$ cat config.mk
export PLATFORM = sky130hd
export DESIGN_NAME = tile_mem_port_engine_flat
export DESIGN_NICKNAME = d
export VERILOG_FILES = /design/src/rtl/tile_mem_port_engine_pkg.sv /design/src/rtl/tile_mem_port_engine_if.sv /design/src/rtl/tile_mem_port_engine_scan_counter.sv /design/src/rtl/tile_mem_port_engine.sv /design/src/flat_wrapper.sv
export SDC_FILE = /design/constraint.sdc
export NUM_CORES = 1
export LEC_CHECK = 0
export CORE_MARGIN = 2
export CORE_UTILIZATION = 33
export CTS_BUF_LIST = sky130_fd_sc_hd__clkbuf_4
export CTS_CLUSTER_DIAMETER = 100
export DETAILED_ROUTE_END_ITERATION = 10
export GPL_ROUTABILITY_DRIVEN = 0
export GPL_TIMING_DRIVEN = 0
export HOLD_SLACK_MARGIN = 0.1
export PLACE_DENSITY = 0.68
export SLEW_MARGIN = 40
export SYNTH_ARGS = -nofsm -noshare
export SYNTH_HDL_FRONTEND = slang
export SYNTH_HIERARCHICAL = 1
export SYNTH_SLANG_ARGS = --single-unit
$ cat constraint.sdc
create_clock -name clk -period 3.05 [get_ports clk]
set_input_delay 0.61 -clock clk [delete_from_list [all_inputs] [get_ports clk]]
set_output_delay 0.61 -clock clk [all_outputs]
set_load 0.03 [all_outputs]
$ cat src/rtl/tile_mem_port_engine_pkg.sv
// Shared types and widths for the tile memory port engine: state encoding,
// port widths and the wrapping RAM address helper.
package tile_mem_port_engine_pkg;

  localparam int ADDR_W    = 10;
  localparam int DATA_W    = 16;
  localparam int COORD_W   = 8;
  localparam int MAX_WORDS = 1024;
  localparam int WORDS_W   = $clog2(MAX_WORDS + 1);

  typedef enum logic [2:0] {
    S_IDLE,
    S_LOAD,
    S_RD_ISSUE,
    S_RD_CAPT,
    S_DONE
  } state_t;

  // Address arithmetic is modulo the RAM depth; the carry is dropped on purpose.
  function automatic logic [ADDR_W-1:0] ram_addr(input logic [ADDR_W-1:0] base,
                                                 input logic [ADDR_W-1:0] offset);
    return base + offset;
  endfunction

endpackage

$ cat src/rtl/tile_mem_port_engine_if.sv
// Host/array-side signal bundle of the tile memory port engine. The master
// modport is the engine; the slave modport is the host DMA plus array wrapper.
interface tile_mem_port_engine_if;
  import tile_mem_port_engine_pkg::*;

  logic                     cfg_start;
  logic                     cfg_mode;
  logic [ADDR_W-1:0]        cfg_base;
  logic [WORDS_W-1:0]       cfg_words;
  logic                     s_valid;
  logic                     s_ready;
  logic [DATA_W-1:0]        s_data;
  logic                     m_valid;
  logic                     m_ready;
  logic [DATA_W-1:0]        m_data;
  logic                     external;
  logic [COORD_W-1:0]       Tile_i;
  logic [COORD_W-1:0]       Tile_j;
  logic [COORD_W-1:0]       Block_i;
  logic [COORD_W-1:0]       Block_j;
  logic                     WEA;
  logic [ADDR_W-1:0]        ADDRA;
  logic [DATA_W-1:0]        DIA;
  logic                     WEB;
  logic [ADDR_W-1:0]        ADDRB;
  logic [DATA_W-1:0]        DIB;
  logic [DATA_W-1:0]        DOB;
  logic                     busy;
  logic                     done;

  modport master (
    input  cfg_start, cfg_mode, cfg_base, cfg_words,
    input  s_valid, s_data, m_ready, DOB,
    output s_ready, m_valid, m_data, external,
    output Tile_i, Tile_j, Block_i, Block_j,
    output WEA, ADDRA, DIA, WEB, ADDRB, DIB, busy, done
  );

  modport slave (
    output cfg_start, cfg_mode, cfg_base, cfg_words,
    output s_valid, s_data, m_ready, DOB,
    input  s_ready, m_valid, m_data, external,
    input  Tile_i, Tile_j, Block_i, Block_j,
    input  WEA, ADDRA, DIA, WEB, ADDRB, DIB, busy, done
  );

endinterface

$ cat src/rtl/tile_mem_port_engine_scan_counter.sv
// Nested scan counter: word offset innermost, then Block_j, Block_i, Tile_j,
// Tile_i. The last flag is combinational so the FSM can finish on the same edge.
module scan_counter
  import tile_mem_port_engine_pkg::*;
#(
  parameter int ARRAY_DIM = 1,
  parameter int TILE_DIM  = 1
) (
  input  logic               clk,
  input  logic               reset,
  input  logic               clear,
  input  logic               advance,
  input  logic [WORDS_W-1:0] words,
  output logic [ADDR_W-1:0]  offset,
  output logic [COORD_W-1:0] block_j,
  output logic [COORD_W-1:0] block_i,
  output logic [COORD_W-1:0] tile_j,
  output logic [COORD_W-1:0] tile_i,
  output logic               last
);
  localparam logic [COORD_W-1:0] TILE_MAX  = COORD_W'(TILE_DIM - 1);
  localparam logic [COORD_W-1:0] ARRAY_MAX = COORD_W'(ARRAY_DIM - 1);

  logic off_last, bj_last, bi_last, tj_last, ti_last;

  assign off_last = ({1'b0, offset} == (words - WORDS_W'(1)));
  assign bj_last  = (block_j == TILE_MAX);
  assign bi_last  = (block_i == TILE_MAX);
  assign tj_last  = (tile_j == ARRAY_MAX);
  assign ti_last  = (tile_i == ARRAY_MAX);
  assign last     = off_last & bj_last & bi_last & tj_last & ti_last;

  always_ff @(posedge clk) begin
    if (reset || clear) begin
      offset  <= '0;
      block_j <= '0;
      block_i <= '0;
      tile_j  <= '0;
      tile_i  <= '0;
    end else if (advance) begin
      offset <= off_last ? '0 : offset + ADDR_W'(1);
      if (off_last) begin
        block_j <= bj_last ? '0 : block_j + COORD_W'(1);
        if (bj_last) begin
          block_i <= bi_last ? '0 : block_i + COORD_W'(1);
          if (bi_last) begin
            tile_j <= tj_last ? '0 : tile_j + COORD_W'(1);
            if (tj_last) tile_i <= ti_last ? '0 : tile_i + COORD_W'(1);
          end
        end
      end
    end
  end

endmodule

$ cat src/rtl/tile_mem_port_engine.sv
// Sole master of the systolic-array external memory port: streams host words
// into the tile/block/address space (LOAD) or scans it back out (READ).
module tile_mem_port_engine
  import tile_mem_port_engine_pkg::*;
#(
  parameter int ARRAY_DIM = 1,
  parameter int TILE_DIM  = 1
) (
  input logic                    clk,
  input logic                    reset,
  tile_mem_port_engine_if.master bus
);
  state_t             state;
  logic [ADDR_W-1:0]  base_q;
  logic [WORDS_W-1:0] words_q;

  logic [ADDR_W-1:0]  cnt_offset;
  logic [COORD_W-1:0] cnt_ti, cnt_tj, cnt_bi, cnt_bj;
  logic               cnt_last, cnt_clear, cnt_advance;
  logic               hs, out_free, capt, rd_phase;
  logic [ADDR_W-1:0]  cur_addr;

  logic               wea_q, busy_q, done_q, m_valid_q;
  logic [ADDR_W-1:0]  addra_q, addrb_q;
  logic [DATA_W-1:0]  dia_q, m_data_q;
  logic [COORD_W-1:0] ti_q, tj_q, bi_q, bj_q;

  scan_counter #(
    .ARRAY_DIM (ARRAY_DIM),
    .TILE_DIM  (TILE_DIM)
  ) u_scan (
    .clk     (clk),
    .reset   (reset),
    .clear   (cnt_clear),
    .advance (cnt_advance),
    .words   (words_q),
    .offset  (cnt_offset),
    .block_j (cnt_bj),
    .block_i (cnt_bi),
    .tile_j  (cnt_tj),
    .tile_i  (cnt_ti),
    .last    (cnt_last)
  );

  assign hs          = (state == S_LOAD) && bus.s_valid;
  assign out_free    = !m_valid_q || bus.m_ready;
  assign capt        = (state == S_RD_CAPT) && out_free;
  assign cnt_clear   = (state == S_IDLE);
  assign cnt_advance = hs || capt;
  assign rd_phase    = (state == S_RD_ISSUE) || (state == S_RD_CAPT);
  assign cur_addr    = ram_addr(base_q, cnt_offset);

  // The wrapper's read mux is combinational on coordinates, so during a read
  // they follow the counter directly; otherwise the last registered word holds.
  assign bus.Tile_i   = rd_phase ? cnt_ti : ti_q;
  assign bus.Tile_j   = rd_phase ? cnt_tj : tj_q;
  assign bus.Block_i  = rd_phase ? cnt_bi : bi_q;
  assign bus.Block_j  = rd_phase ? cnt_bj : bj_q;
  assign bus.ADDRB    = rd_phase ? cur_addr : addrb_q;
  assign bus.WEB      = 1'b0;
  assign bus.DIB      = '0;
  assign bus.WEA      = wea_q;
  assign bus.ADDRA    = addra_q;
  assign bus.DIA      = dia_q;
  assign bus.s_ready  = (state == S_LOAD);
  assign bus.m_valid  = m_valid_q;
  assign bus.m_data   = m_data_q;
  assign bus.external = busy_q;
  assign bus.busy     = busy_q;
  assign bus.done     = done_q;

  always_ff @(posedge clk) begin
    if (reset) begin
      state     <= S_IDLE;
      base_q    <= '0;
      words_q   <= '0;
      wea_q     <= 1'b0;
      addra_q   <= '0;
      dia_q     <= '0;
      addrb_q   <= '0;
      ti_q      <= '0;
      tj_q      <= '0;
      bi_q      <= '0;
      bj_q      <= '0;
      m_valid_q <= 1'b0;
      m_data_q  <= '0;
      busy_q    <= 1'b0;
      done_q    <= 1'b0;
    end else begin
      wea_q  <= 1'b0;
      done_q <= 1'b0;
      if (m_valid_q && bus.m_ready) m_valid_q <= 1'b0;
      unique case (state)
        S_IDLE: begin
          if (bus.cfg_start) begin
            base_q  <= bus.cfg_base;
            words_q <= bus.cfg_words;
            busy_q  <= 1'b1;
            if (bus.cfg_words == '0) begin
              state  <= S_DONE;
              done_q <= 1'b1;
            end else begin
              state <= bus.cfg_mode ? S_RD_ISSUE : S_LOAD;
            end
          end
        end
        S_LOAD: begin
          if (hs) begin
            wea_q   <= 1'b1;
            addra_q <= cur_addr;
            dia_q   <= bus.s_data;
            ti_q    <= cnt_ti;
            tj_q    <= cnt_tj;
            bi_q    <= cnt_bi;
            bj_q    <= cnt_bj;
            if (cnt_last) begin
              state  <= S_DONE;
              done_q <= 1'b1;
            end
          end
        end
        S_RD_ISSUE: state <= S_RD_CAPT;
        S_RD_CAPT: begin
          // Capture only when the output register is free or draining this cycle.
          if (out_free) begin
            m_data_q  <= bus.DOB;
            m_valid_q <= 1'b1;
            addrb_q   <= cur_addr;
            ti_q      <= cnt_ti;
            tj_q      <= cnt_tj;
            bi_q      <= cnt_bi;
            bj_q      <= cnt_bj;
            if (cnt_last) begin
              state  <= S_DONE;
              done_q <= 1'b1;
            end else begin
              state <= S_RD_ISSUE;
            end
          end
        end
        S_DONE: begin
          state  <= S_IDLE;
          busy_q <= 1'b0;
        end
        default: state <= S_IDLE;
      endcase
    end
  end

endmodule

$ cat src/flat_wrapper.sv
// flat-port wrapper written by rule: the top's interface ports become plain ports
module tile_mem_port_engine_flat import tile_mem_port_engine_pkg::*;
#(
  parameter int ARRAY_DIM = 1,
  parameter int TILE_DIM  = 1
)
  (clk, reset, bus_cfg_start, bus_cfg_mode, bus_cfg_base, bus_cfg_words, bus_s_valid, bus_s_data, bus_m_ready, bus_DOB, bus_s_ready, bus_m_valid, bus_m_data, bus_external, bus_Tile_i, bus_Tile_j, bus_Block_i, bus_Block_j, bus_WEA, bus_ADDRA, bus_DIA, bus_WEB, bus_ADDRB, bus_DIB, bus_busy, bus_done);
  tile_mem_port_engine_if bus_i ();
  input logic clk;
  input logic reset;
  input wire logic [$bits(bus_i.cfg_start)-1:0] bus_cfg_start;
  input wire logic [$bits(bus_i.cfg_mode)-1:0] bus_cfg_mode;
  input wire logic [$bits(bus_i.cfg_base)-1:0] bus_cfg_base;
  input wire logic [$bits(bus_i.cfg_words)-1:0] bus_cfg_words;
  input wire logic [$bits(bus_i.s_valid)-1:0] bus_s_valid;
  input wire logic [$bits(bus_i.s_data)-1:0] bus_s_data;
  input wire logic [$bits(bus_i.m_ready)-1:0] bus_m_ready;
  input wire logic [$bits(bus_i.DOB)-1:0] bus_DOB;
  output wire logic [$bits(bus_i.s_ready)-1:0] bus_s_ready;
  output wire logic [$bits(bus_i.m_valid)-1:0] bus_m_valid;
  output wire logic [$bits(bus_i.m_data)-1:0] bus_m_data;
  output wire logic [$bits(bus_i.external)-1:0] bus_external;
  output wire logic [$bits(bus_i.Tile_i)-1:0] bus_Tile_i;
  output wire logic [$bits(bus_i.Tile_j)-1:0] bus_Tile_j;
  output wire logic [$bits(bus_i.Block_i)-1:0] bus_Block_i;
  output wire logic [$bits(bus_i.Block_j)-1:0] bus_Block_j;
  output wire logic [$bits(bus_i.WEA)-1:0] bus_WEA;
  output wire logic [$bits(bus_i.ADDRA)-1:0] bus_ADDRA;
  output wire logic [$bits(bus_i.DIA)-1:0] bus_DIA;
  output wire logic [$bits(bus_i.WEB)-1:0] bus_WEB;
  output wire logic [$bits(bus_i.ADDRB)-1:0] bus_ADDRB;
  output wire logic [$bits(bus_i.DIB)-1:0] bus_DIB;
  output wire logic [$bits(bus_i.busy)-1:0] bus_busy;
  output wire logic [$bits(bus_i.done)-1:0] bus_done;
  assign bus_i.cfg_start = bus_cfg_start;
  assign bus_i.cfg_mode = bus_cfg_mode;
  assign bus_i.cfg_base = bus_cfg_base;
  assign bus_i.cfg_words = bus_cfg_words;
  assign bus_i.s_valid = bus_s_valid;
  assign bus_i.s_data = bus_s_data;
  assign bus_i.m_ready = bus_m_ready;
  assign bus_i.DOB = bus_DOB;
  assign bus_s_ready = bus_i.s_ready;
  assign bus_m_valid = bus_i.m_valid;
  assign bus_m_data = bus_i.m_data;
  assign bus_external = bus_i.external;
  assign bus_Tile_i = bus_i.Tile_i;
  assign bus_Tile_j = bus_i.Tile_j;
  assign bus_Block_i = bus_i.Block_i;
  assign bus_Block_j = bus_i.Block_j;
  assign bus_WEA = bus_i.WEA;
  assign bus_ADDRA = bus_i.ADDRA;
  assign bus_DIA = bus_i.DIA;
  assign bus_WEB = bus_i.WEB;
  assign bus_ADDRB = bus_i.ADDRB;
  assign bus_DIB = bus_i.DIB;
  assign bus_busy = bus_i.busy;
  assign bus_done = bus_i.done;
  tile_mem_port_engine #(.ARRAY_DIM(ARRAY_DIM), .TILE_DIM(TILE_DIM)) u_core (.clk(clk), .reset(reset), .bus(bus_i));
endmodule
Word-level counts from Yosys, hierarchy flattened
Index checks and enable logic that the tools add are counted.

Bits of input ports: 59. Register bits: 154. Word-level logic and storage cells: 110. Output and inout port bits: 107.

Muxes and demuxes: 42. Bitwise gates (word level): 5. $add $sub $neg: 7. Equal/unequal tests: 9. Reduce and logical (&&, ||, !) cells: 27.

Operators by type and width (number): $mux W8 (16); $pmux W8 S2 (4); $add A8 B1 Y8 const B (4); $logic_not A8 Y1 (4); $mux W10 (2); $mux W3 (6); $pmux W3 S4 (1); $eq A10 B11 Y1 (1); $logic_not A11 Y1 (1); $sub A11 B1 Y11 const B (1); $add A10 B1 Y10 const B (1); $add A10 B10 Y10 (1); $mux W1 (10); $reduce_and A2 Y1 (5); $reduce_and A4 Y1 (2); $eq A3 B2 Y1 const B (2); $ne A2 B1 Y1 const B (3); $reduce_and A3 Y1 (2); $reduce_and A5 Y1 (1); $and A1 B1 Y1 (4); $logic_or A1 B1 Y1 (4); $reduce_bool A2 Y1 (2); $eq A3 B1 Y1 const B (1); $eq A3 B3 Y1 const B (1); other kinds (9) (11).

Logic depth before layout (Yosys ltp)
Gate-level depths: netlist (run 1).

Depth after elaboration: 9. Mapped depth: 13. Gate-level depth less buffers: 12.

Hierarchy
The synthesis (run 1) kept the hierarchy.

Modules (own cells, without submodules): tile_mem_port_engine (seq. area each 2242.2 um^2, cells an instance 710, area an instance 5112.4 um^2, instances 1); scan_counter (seq. area each 840.8 um^2, cells an instance 329, area an instance 2690.1 um^2, instances 1).

Worst setup path before layout (run 1)
No wires, ideal clock.

Kind: register -> register. Start point: register u_core.state[2]. End point: register u_core.u_scan.tile_j[5]. Stages on the path, launching flop included: 11. Setup time: 0.066 ns. Arrival: 3.173 ns. Period minus slack after synthesis: 3.239 ns. Slack: -0.189 ns. Required time: 2.984 ns. Path buffers: 3. Cell sequence: dfxtp_1 -> clkbuf_1 -> nor3b_2 -> nand2_1 -> nand2_1 -> buf_4 -> clkbuf_1 -> inv_1 -> or4_4 -> or4_4 -> a21oi_2.

Word-level cells in the longest chain between the ends: 4. Elaborated cells on any way between the ends: 8. Classes of those cells: 2 x eq/ne; 6 x reduce/logical.

RTL lines: from (decl) (line tile_mem_port_engine.sv:13) `state_t state;`; from (signal assigned) (line tile_mem_port_engine.sv:103) `state <= bus.cfg_mode ? S_RD_ISSUE : S_LOAD;`; $eq A3 B1 Y1; named net bus_s_ready (line flat_wrapper.sv:19) `output wire logic [$bits(bus_i.s_ready)-1:0] bus_s_ready;`; $logic_and A1 B1 Y1 (line tile_mem_port_engine.sv:45) `assign hs = (state == S_LOAD) && bus.s_valid;`; $logic_or A1 B1 Y1 (line tile_mem_port_engine.sv:49) `assign cnt_advance = hs || capt;`; named net u_core.cnt_advance (line tile_mem_port_engine.sv:19) `logic cnt_last, cnt_clear, cnt_advance;`; $reduce_and A4 Y1 (no source line); to (signal assigned) (line tile_mem_port_engine_scan_counter.sv:47) `tile_j <= tj_last ? '0 : tile_j + COORD_W'(1);`; to (decl) (line tile_mem_port_engine_scan_counter.sv:17) `output logic [COORD_W-1:0] tile_j,`.

The timed path passes the listed nets, and every way through them passes these cells. A chain may end at the register's enable or synchronous reset.

Final worst setup path (run 1)
Start point: register u_core.u_scan.offset[1]. End point: output bus_ADDRB[6].

Word-level cells in the longest chain between the ends: 2.

RTL lines: from (decl) (line tile_mem_port_engine_scan_counter.sv:14) `output logic [ADDR_W-1:0] offset,`; from (signal assigned) (line tile_mem_port_engine_scan_counter.sv:41) `offset <= off_last ? '0 : offset + ADDR_W'(1);`; $add A10 B10 Y10 (line tile_mem_port_engine_pkg.sv:22) `return base + offset;`; $mux W10 (line tile_mem_port_engine.sv:59) `assign bus.ADDRB = rd_phase ? cur_addr : addrb_q;`; to (decl) (line flat_wrapper.sv:31) `output wire logic [$bits(bus_i.ADDRB)-1:0] bus_ADDRB;`.

Every way passes these cells.

==> results of run 1 <==
[cells in the mapped netlist (7+ instances only)]
library cell,count,area (um2)
or3_1,11,68.8
mux2i_1,8,80.1
a21oi_1,126,631
buf_2,16,80.1
buf_4,22,165
and3_1,9,56.3
nand2_1,308,1160
a211oi_1,7,52.6
xnor2_1,14,123
inv_1,19,71.3
xor2_1,16,140
or4_1,8,60.1
a31oi_1,8,50.1
o21ai_0,22,110
dfxtp_1,154,3080
o31ai_1,7,52.6
nand3_1,55,275
and2_1,8,50.1
nor3_1,16,80.1
nor4_1,9,56.3
ha_1,19,238
nand4_1,14,87.6
nor2_1,41,154
clkbuf_1,39,146
[report_power, final]
| group | total (mW) | leakage [nW] | switching (mW) | internal [mW] |
|---|---|---|---|---|
| clock | 1.29 | 0.150 | 0.715 | 0.577 |
| combinational | 1.00 | 2.64 | 0.616 | 0.387 |
| sequential | 2.12 | 1.26 | 0.0516 | 2.07 |
| total | 4.41 | 4.04 | 1.38 | 3.03 |
[cell type report]
cell class	count	area [um2]	area share
clock buffer	20	150	0.0140
timing repair buffer	179	1690	0.157
inverter	19	71.3	0.00664
tap	319	399	0.0371
buffer	79	468	0.0435
multi-input combinational	798	4710	0.439
clock inverter	10	128	0.0119
sequential	154	3120	0.291
antenna	1	2.50	0.000233
[per-stage QoR]
step                      hold WS (ps)  TNS (ps)  cell area [um2]  total power, mW  worst slack, ps
after global placement             439    -32310             9750             3.02             -814
after global routing               483     -2010            10700             4.60             -241
after detailed placement           444    -32080             9760             3.03             -826
final                              460      -459            10700             4.41             -137
after CTS                          461      -440            10400             4.39             -173
after floorplan                    432         0             7870             2.70             37.4
[worst min path at each step]
stage	slack (ps)	depth (start not counted)	to	start
floorplan	430	2	u_core/addrb_q[7]	u_core/addrb_q[7]
global placement	440	2	u_core/addrb_q[7]	u_core/addrb_q[7]
detailed placement	440	2	u_core/addrb_q[7]	u_core/addrb_q[7]
CTS	460	2	u_core/addrb_q[7]	u_core/addrb_q[7]
global route	480	2	u_core/addrb_q[7]	u_core/addrb_q[7]
finish	460	2	u_core/addrb_q[7]	u_core/addrb_q[7]
[registers in the layout, summed over array words and instances (netlist names), 10 cells and up]
| register | flops |
|---|---|
| u_core/bus.DIA | 16 |
| u_core/bus.m_data | 16 |
| u_core/words_q | 11 |
| u_core/addrb_q | 10 |
| u_core/bus.ADDRA | 10 |
| u_core/u_scan/offset | 10 |
| u_core/base_q | 10 |
[layout by cell type, fill, tap and decap left out, types with 17 or more instances in the layout]
master           Yosys  final
nand2_1            308    305
conb_1               1     17
a21oi_1            126    118
clkdlybuf4s50_1      0    106
dfxtp_1            154    137
clkbuf_4             0     23
clkbuf_1            39     28
inv_1               19     19
dlygate4sd2_1        0     26
nand3_1             55     53
nor2_1              41     40
buf_4               22     53
[per-layer routing]
layer | up-vias | share of wire | track usage
met5 | - | 0 | 0
met1 | 3825 | 0.45 | 0.258
met3 | 14 | 0.058 | 0.0361
li1 | 3950 | - | -
met2 | 240 | 0.48 | 0.318
met4 | 0 | 0.0079 | 0.0377
[cells by family (layout without fill, tap and decap cells)]
| kind of cell | Yosys count | after routing |
|---|---|---|
| buffers and inverters | 103 | 307 |
| muxes | 8 | 8 |
| and+or+nand+nor | 512 | 512 |
| AOI/OAI and AO/OA | 211 | 211 |
| adders and majority gates | 20 | 20 |
| other | 1 | 18 |
| DFF | 154 | 154 |
| xor gates and xnor gates | 30 | 30 |
[timing repair]
item                                    4_1_cts  5_1_grt
endpoints found under the setup margin       87       75
pin swaps                                    21       51
cloned                                        0        1
gates resized for setup                     164       80
setup buffers                                21        9
[worst min-delay path, cell delays in order (launching register included)]
cell and delay, ps:
dfxtp_1 330, nand2_1 50, a21oi_1 50
==> flow_summary.toml, run 1 <==
[setup_path]
slowest_delay_ps = 390
crit_required_ps = 2440
crit_arrival_ps = 2580
reg2reg_depth = 8
cp_num_buf_inv = 2
reg2reg_slack_ps = -50
cp.depth = 8
critPathMaxFanout = 2
crit_chain = "buf_4 -> fa_2 -> a211oi_2 -> o21ai_1 -> a21oi_2 -> xor2_2 -> o21ai_1 -> buf_4"
criticalPathCategory = "register to output port"
r2r_start = "u_core/words_q[3]"
crit_path_end_kind = "output port"
cp-endpoint = "bus_ADDRB[6]"
crit_family = "compound AO/OA/AOI/OAI gates"
r2r-end = "u_core/u_scan/tile_j[4]"
crit_path_top_delay_cell = "dfxtp_4"
start_kind = "register"
crit_start = "u_core/u_scan/offset[1]"

[sta]
finalCriticalPeriod_ps = 3190
setup_ws_ps = -137
fin_worst_skew_ps = 15.6
worst_slew_pin_slew_ps = 869
relSlewSlack = 0.416
clock.fmax_mhz = 314
hold_violations = 0
drv_slew = 0
setup_viol = 6
rsz0062_at_grt = "yes"
post-route-period-util = 1.04

[synth]
ys_seq_area_frac = 0.395
synth-compound-area-share = 0.162
yosys.area_share.adder = 0.0330
synth_top_family_by_area = "simple AND/OR/NAND/NOR gates"
synth-xor-area-share = 0.0337
synth_edf_count = 0
async_reset_ff_frac = 0
synth_area_um2 = 7800
synth_cell_types = 67
synthMuxAreaShare = 0.0103
postSynthCellCount = 1039
ys_ff_latch = 154
ys_dominant_reg_cell = "dfxtp_1"
synth_warnings = 6
syn_area_per_cell_um2 = 7.51
synthSimpleGateAreaFrac = 0.300

[final_layout]
n_fill_cell = 2337
area_growth_syn_to_layout_pct = 37.7
fin_util = 0.461
instances_no_fill = 1579
nNetsFinal = 1327
drive_gt1_frac = 0.176

[run]
drv_cap = 0

[global_routing]
grt_pass1_vias = 7165
grt_pass1_wl_mm = 37.6
grt_usage = 0.191
grt_max_degree = 17
grt_antenna_before_repair = 1
grt_remaining_overflow = 0

[clocking]
cts-root-buf = "clkbuf_4"
h-tree-depth = 4
clock_latency_ps = 550
cts_buffer_depth = 2
cts_sinks = 154
numCtsBuffers = 17
cts_tree = "yes"
clk_pin_slew_ps = 120
ctsHoldBuffers = 0

[die]
die_w_um = 158
die_h_um = 158
ios = 166
dieArea_um2 = 24900
start_util = 0.334
rows = 56
coreArea_um2 = 23300

[status]
violations = "negative setup slack"
status = "complete, but fails checks"

[routing]
num_vias = 8029
drc_errors = 0
drtPass1Iterations = 7
wl_per_cell_um = 15.6
vias_per_cell = 5.08
detail-route-antenna-nets = 0
drtIter0Drc = 596
routed_wl_mm = 24.7

[placement]
dp_hpwl_mm = 17.5
post-place-cells = 1522
port_buffers = 148

[pwr]
powerDensity_nw_per_um2 = 411
ir_drop_uv = 321
leakagePower_nw = 4.04

[min_path]
min_path_type = "register to register"
No activity file was read; power rests on OpenSTA's default activity.
==> inputs of run 2 (changes only) <==
--- a/config.mk
+++ b/config.mk
@@ -7,2 +7,3 @@
 export LEC_CHECK = 0
+export CORE_ASPECT_RATIO = 1.4
 export CORE_MARGIN = 2
@@ -15,3 +16,3 @@
 export HOLD_SLACK_MARGIN = 0.1
-export PLACE_DENSITY = 0.68
+export PLACE_DENSITY_LB_ADDON = 0.12
 export SLEW_MARGIN = 40
--- a/constraint.sdc
+++ b/constraint.sdc
@@ -3,2 +3,2 @@
 set_output_delay 0.61 -clock clk [all_outputs]
-set_load 0.03 [all_outputs]
+set_load 0.1 [all_outputs]
==> run 2 against run 1 <==
- the flow still finishes with violations (negative setup slack)
- clock-buffer cell count fell by 3
- sequential share of layout area fell by 0.15 points
- worst setup slack got worse by 65 ps
- utilization rose by 0.63 points
- via count fell by 0.82%
- critical endpoint is now bus_ADDRB[9]
- highest routed layer unchanged
==> flow_summary.toml, run 2 (synthesized netlist as in run 1, its figures left out) <==
[die]
coreArea_um2 = 23200
rows = 66
dieArea_um2 = 24900
die_w_um = 134
die_h_um = 186
ios = 166
start_util = 0.336

[status]
status = "complete, but fails checks"
violations = "negative setup slack"

[setup_path]
reg2reg_slack_ps = -40
reg2reg_depth = 9
crit_path_top_delay_cell = "or3_4"
start_kind = "register"
crit_path_end_kind = "output port"
slowest_delay_ps = 410
crit_required_ps = 2440
crit_arrival_ps = 2640
crit_start = "u_core/base_q[1]"
r2r-end = "u_core/u_scan/tile_j[2]"
criticalPathCategory = "register to output port"
r2r_start = "u_core/words_q[3]"
crit_chain = "ha_4 -> a211oi_4 -> nor2_2 -> a31o_1 -> or3_4 -> a31oi_4 -> buf_12"
critPathMaxFanout = 3

[final_layout]
final_common_cell = "nand2_1"
area_growth_syn_to_layout_pct = 38.8
mostFrequentLayoutCells = "nand2_1 (300), dfxtp_1 (132), a21oi_1 (117), buf_4 (73), buf_2 (61)"
drive_gt1_frac = 0.258
nNetsFinal = 1339

[sta]
relSlewSlack = 0.439
finalHoldWorstSlack_ps = 464
fin_worst_skew_ps = 22.8
worst_slew_pin_slew_ps = 841
clock.fmax_mhz = 307
setup_viol = 10
finalCriticalPeriod_ps = 3250
hold_violations = 0
rsz0062_at_grt = "yes"
setup_ws_ps = -203
drv_slew = 0
post-route-period-util = 1.07

[clocking]
cts-root-buf = "clkbuf_4"
cts_sinks = 154
clk_pin_slew_ps = 170
clock_latency_ps = 600
h-tree-depth = 4
numCtsBuffers = 17
ctsHoldBuffers = 0
cts_buffer_depth = 2
cts_tree = "yes"

[pwr]
power_switching_share = 0.394
clockPowerShare = 0.277
powerDensity_nw_per_um2 = 435
switching_power_mw = 1.86
power_frac_comb = 0.273
pwr-share-seq = 0.450
p_int_mw = 2.85
leakagePower_nw = 4.20
ir_drop_uv = 208

[min_path]
min_path_cells = 2
hold_end = "u_core/bus.DIA[10]"
hold_path.startpoint = "u_core/bus.DIA[10]"
min_path_type = "register to register"

[placement]
dp_hpwl_mm = 18.5
port_buffers = 148
pre_cts_ws_ps = -614

[global_routing]
grt_pass1_wl_mm = 39.6
grt_remaining_overflow = 0
grt_usage = 0.202
grt_antenna_before_repair = 1
grt_max_degree = 19
grt_pass1_vias = 7475

[routing]
drc_errors = 0
vias_per_cell = 5.04
drtIter0Drc = 411
drtPass1Iterations = 5
num_vias = 7963
wl_per_cell_um = 16.4
routed_wl_mm = 25.9
detail-route-antenna-nets = 0

[run]
drv_cap = 0
[run 2: cell count changes in the layout (fill, tap and decap cells not counted), sizes merged]
cell,previous run,this run
buf,79,159
clkdlybuf4s50,106,58
dlygate4sd2,26,0
inv,19,27
clkbuf,62,69
clkdlybuf4s15,5,0
bufinv,3,0
clkinv,5,6
clkinvlp,2,1
nand2,308,309
[run 2: what timing repair did]
| action | in CTS | in global routing |
|---|---|---|
| pin swaps | 26 | 48 |
| buffers inserted | 22 | 17 |
| endpoints found under the setup margin | 88 | 75 |
| gates cloned | 0 | 4 |
| gates resized for setup | 117 | 100 |
[run 2: worst max-delay path, delay by kind of cell (launching register included)]
kind	cells	cell delay, ps
AOI/OAI and AO/OA	3	740
adders and majority gates	1	250
buffers and inverters	1	200
DFF	1	390
and+or+nand+nor	2	480
[run 2: metrics by stage]
stage                util  std cells  power, mW  TNS [ps]  instance area, um2
finish              0.467       1580       4.71      -733               10800
global route        0.467       1580       4.93     -2610               10800
CTS                 0.442       1560       4.70     -1130               10300
detailed placement  0.405       1509       3.28    -21280                9400
global placement    0.424       1509       3.31    -45500                9850
floorplan               -       1055       2.98      -301                7980
[run 2: worst max path at each step]
| stage | end | slack [ps] | depth (start not counted) |
|---|---|---|---|
| finish | bus_ADDRB[9] | -200 | 7 |
| global route | bus_ADDRB[8] | -310 | 8 |
| CTS | bus_ADDRB[8] | -290 | 8 |
| detailed placement | u_core/state[1] | -610 | 13 |
| global placement | bus_ADDRB[9] | -910 | 7 |
| floorplan | bus_ADDRB[8] | -110 | 7 |
[run 2: routing by layer]
| metal | global-route usage | wire length, um |
|---|---|---|
| met5 | 0 | 0 |
| met1 | 0.237 | 10700 |
| met3 | 0.0414 | 1200 |
| met4 | 0.0672 | 452 |
| met2 | 0.365 | 13600 |
[run 2: layout make-up]
class	instances	area (um2)
fillers	2391	12400
multi-input cells	799	4810
flip-flops and latches	154	3130
repair buffers	188	1630
plain buffers	81	500
well taps	306	383
clock inverters	15	173
clock buffers	17	128
inverters	19	76.3
diodes	1	2.50
[run 2: power groups by stage]
stage               logic, mW  clock network, mW  registers [mW]
detailed placement       1.12                  0            2.16
CTS                      1.22               1.36            2.12
finish                   1.29               1.30            2.12
floorplan               0.648                  0            2.33
global placement         1.15                  0            2.16
global route             1.37               1.43            2.13
==> inputs of run 3 (changes only) <==
--- a/config.mk
+++ b/config.mk
@@ -17,2 +17,3 @@
 export PLACE_DENSITY_LB_ADDON = 0.12
+export SKIP_CTS_REPAIR_TIMING = 1
 export SLEW_MARGIN = 40
==> constraint.sdc (replaced) <==
create_clock -name clk -period 3.05 [get_ports clk]
set_input_delay 0.4575 -clock clk [delete_from_list [all_inputs] [get_ports clk]]
set_output_delay 0.4575 -clock clk [all_outputs]
set_load 0.1 [all_outputs]
==> run 3 against run 2 <==
- the flow still finishes with violations (negative setup slack)
- combinational power down 4%
- critical path type unchanged
- clock skew up 0.80 ps
- utilization decreased by 2.1 points
- die area did not move
- total power rose by 2.9%
- largest cell class unchanged
- critical endpoint is now bus_ADDRB[6]
==> flow_summary.toml, run 3 (synthesized netlist as in run 1, its figures left out) <==
[status]
status = "complete, but fails checks"
violations = "negative setup slack"

[setup_path]
crit_path_end_kind = "output port"
critPathMaxFanout = 3
crit_required_ps = 2590
start_kind = "register"
criticalPathCategory = "register to output port"
crit_arrival_ps = 2680

[sta]
setup_viol = 3
finalCriticalPeriod_ps = 3140
relSlewSlack = 0.505
clock.fmax_mhz = 318
fin_worst_skew_ps = 23.6
rsz0062_at_grt = "yes"
setup_ws_ps = -90.6
worst_slew_pin_slew_ps = 743
hold_violations = 0
drv_slew = 0
post-route-period-util = 1.03

[routing]
routed_wl_mm = 25.6
vias_per_cell = 5.02
wl_per_cell_um = 16.4
dr.max_layer_used = "met4"
detail-route-antenna-nets = 0
route.met3.wl_mm = 1.18
drc_errors = 0
num_vias = 7844
drtPass1Iterations = 5
drtIter0Drc = 440
wl_met1_mm = 10.7
route.met2.wl_mm = 13.1

[placement]
dp_hpwl_mm = 18.5
port_buffers = 148
dpl_cell_area_um2 = 9390

[run]
drv_cap = 0

[pwr]
leakagePower_nw = 4.07
ir_drop_uv = 307
p_total_mw = 4.84
powerDensity_nw_per_um2 = 468

[global_routing]
grt_remaining_overflow = 0
grt_usage = 0.200
grt_max_degree = 17
grt_antenna_before_repair = 1
grt_pass1_wl_mm = 39.1
grt_pass1_vias = 7246

[clocking]
cts_sinks = 154
clock_latency_ps = 570
cts_tree = "yes"
h-tree-depth = 4
clk_pin_slew_ps = 160
cts-root-buf = "clkbuf_4"
cts_buffer_depth = 2
numCtsBuffers = 17

[final_layout]
fin_area_um2 = 10300
final_common_cell = "nand2_1"
mostFrequentLayoutCells = "nand2_1 (303), dfxtp_1 (139), a21oi_1 (122), buf_2 (89), clkdlybuf4s50_1 (58)"
multi_input_area_um2 = 4630
n_fill_cell = 2402
seqCellArea_um2 = 3110
area_growth_syn_to_layout_pct = 32.5
drive_gt1_frac = 0.227
nNetsFinal = 1322

[die]
ios = 166
start_util = 0.336
rows = 66
die_h_um = 186
die_w_um = 134
dieArea_um2 = 24900
coreArea_um2 = 23200

[min_path]
min_path_type = "input pin to register"
[run 3: layout make-up]
| cell class | count | area share |
|---|---|---|
| multi-input combinational | 798 | 0.448 |
| sequential | 154 | 0.301 |
| timing repair buffer | 172 | 0.128 |
| buffer | 81 | 0.0454 |
| tap | 306 | 0.0370 |
| clock inverter | 15 | 0.0202 |
| clock buffer | 17 | 0.0123 |
| inverter | 19 | 0.00738 |
| antenna | 1 | 0.000242 |
[run 3: power by group]
group          total, mW  switching (mW)  internal [mW]
Combinational       1.24           0.872          0.371
Sequential          2.12          0.0534           2.07
Clock               1.48           0.869          0.608
[run 3: routing by layer]
metal  GRT usage  vias up
met5           0        -
met4      0.0855        0
li1            -     3955
met3      0.0319       31
met1       0.240     3665
met2       0.354      193
[run 3: path summary, 6_finish.rpt]
path	from	slack, ps	cells past startpoint	end
max	u_core/u_scan/offset[0]	-90	8	bus_ADDRB[6]
min	bus_s_data[9]	400	3	u_core/bus.DIA[9]
max reg2reg	u_core/words_q[0]	30	12	u_core/u_scan/tile_j[2]
min reg2reg	u_core/bus.m_data[15]	460	2	u_core/bus.m_data[15]
[run 3: critical path: stages (launching register included)]
cell and delay (ps):
dfxtp_4 390, ha_4 170, fa_2 390, a211oi_2 280, o21ai_1 130, a21oi_2 190
xor2_2 280, o21ai_2 90, buf_6 190
[run 3: per-stage QoR]
stage                     instances  setup slack, ps  hold WS, ps   util  TNS [ps]
final                          1563            -90.6          399  0.445      -252
after global routing           1563             -220          367  0.445     -1690
after CTS                      1541             -693          341  0.419    -32550
after detailed placement       1509             -605          446  0.405    -18010
after global placement         1509             -756          441  0.424    -35530
after floorplan                1055             -477          432      -      -672
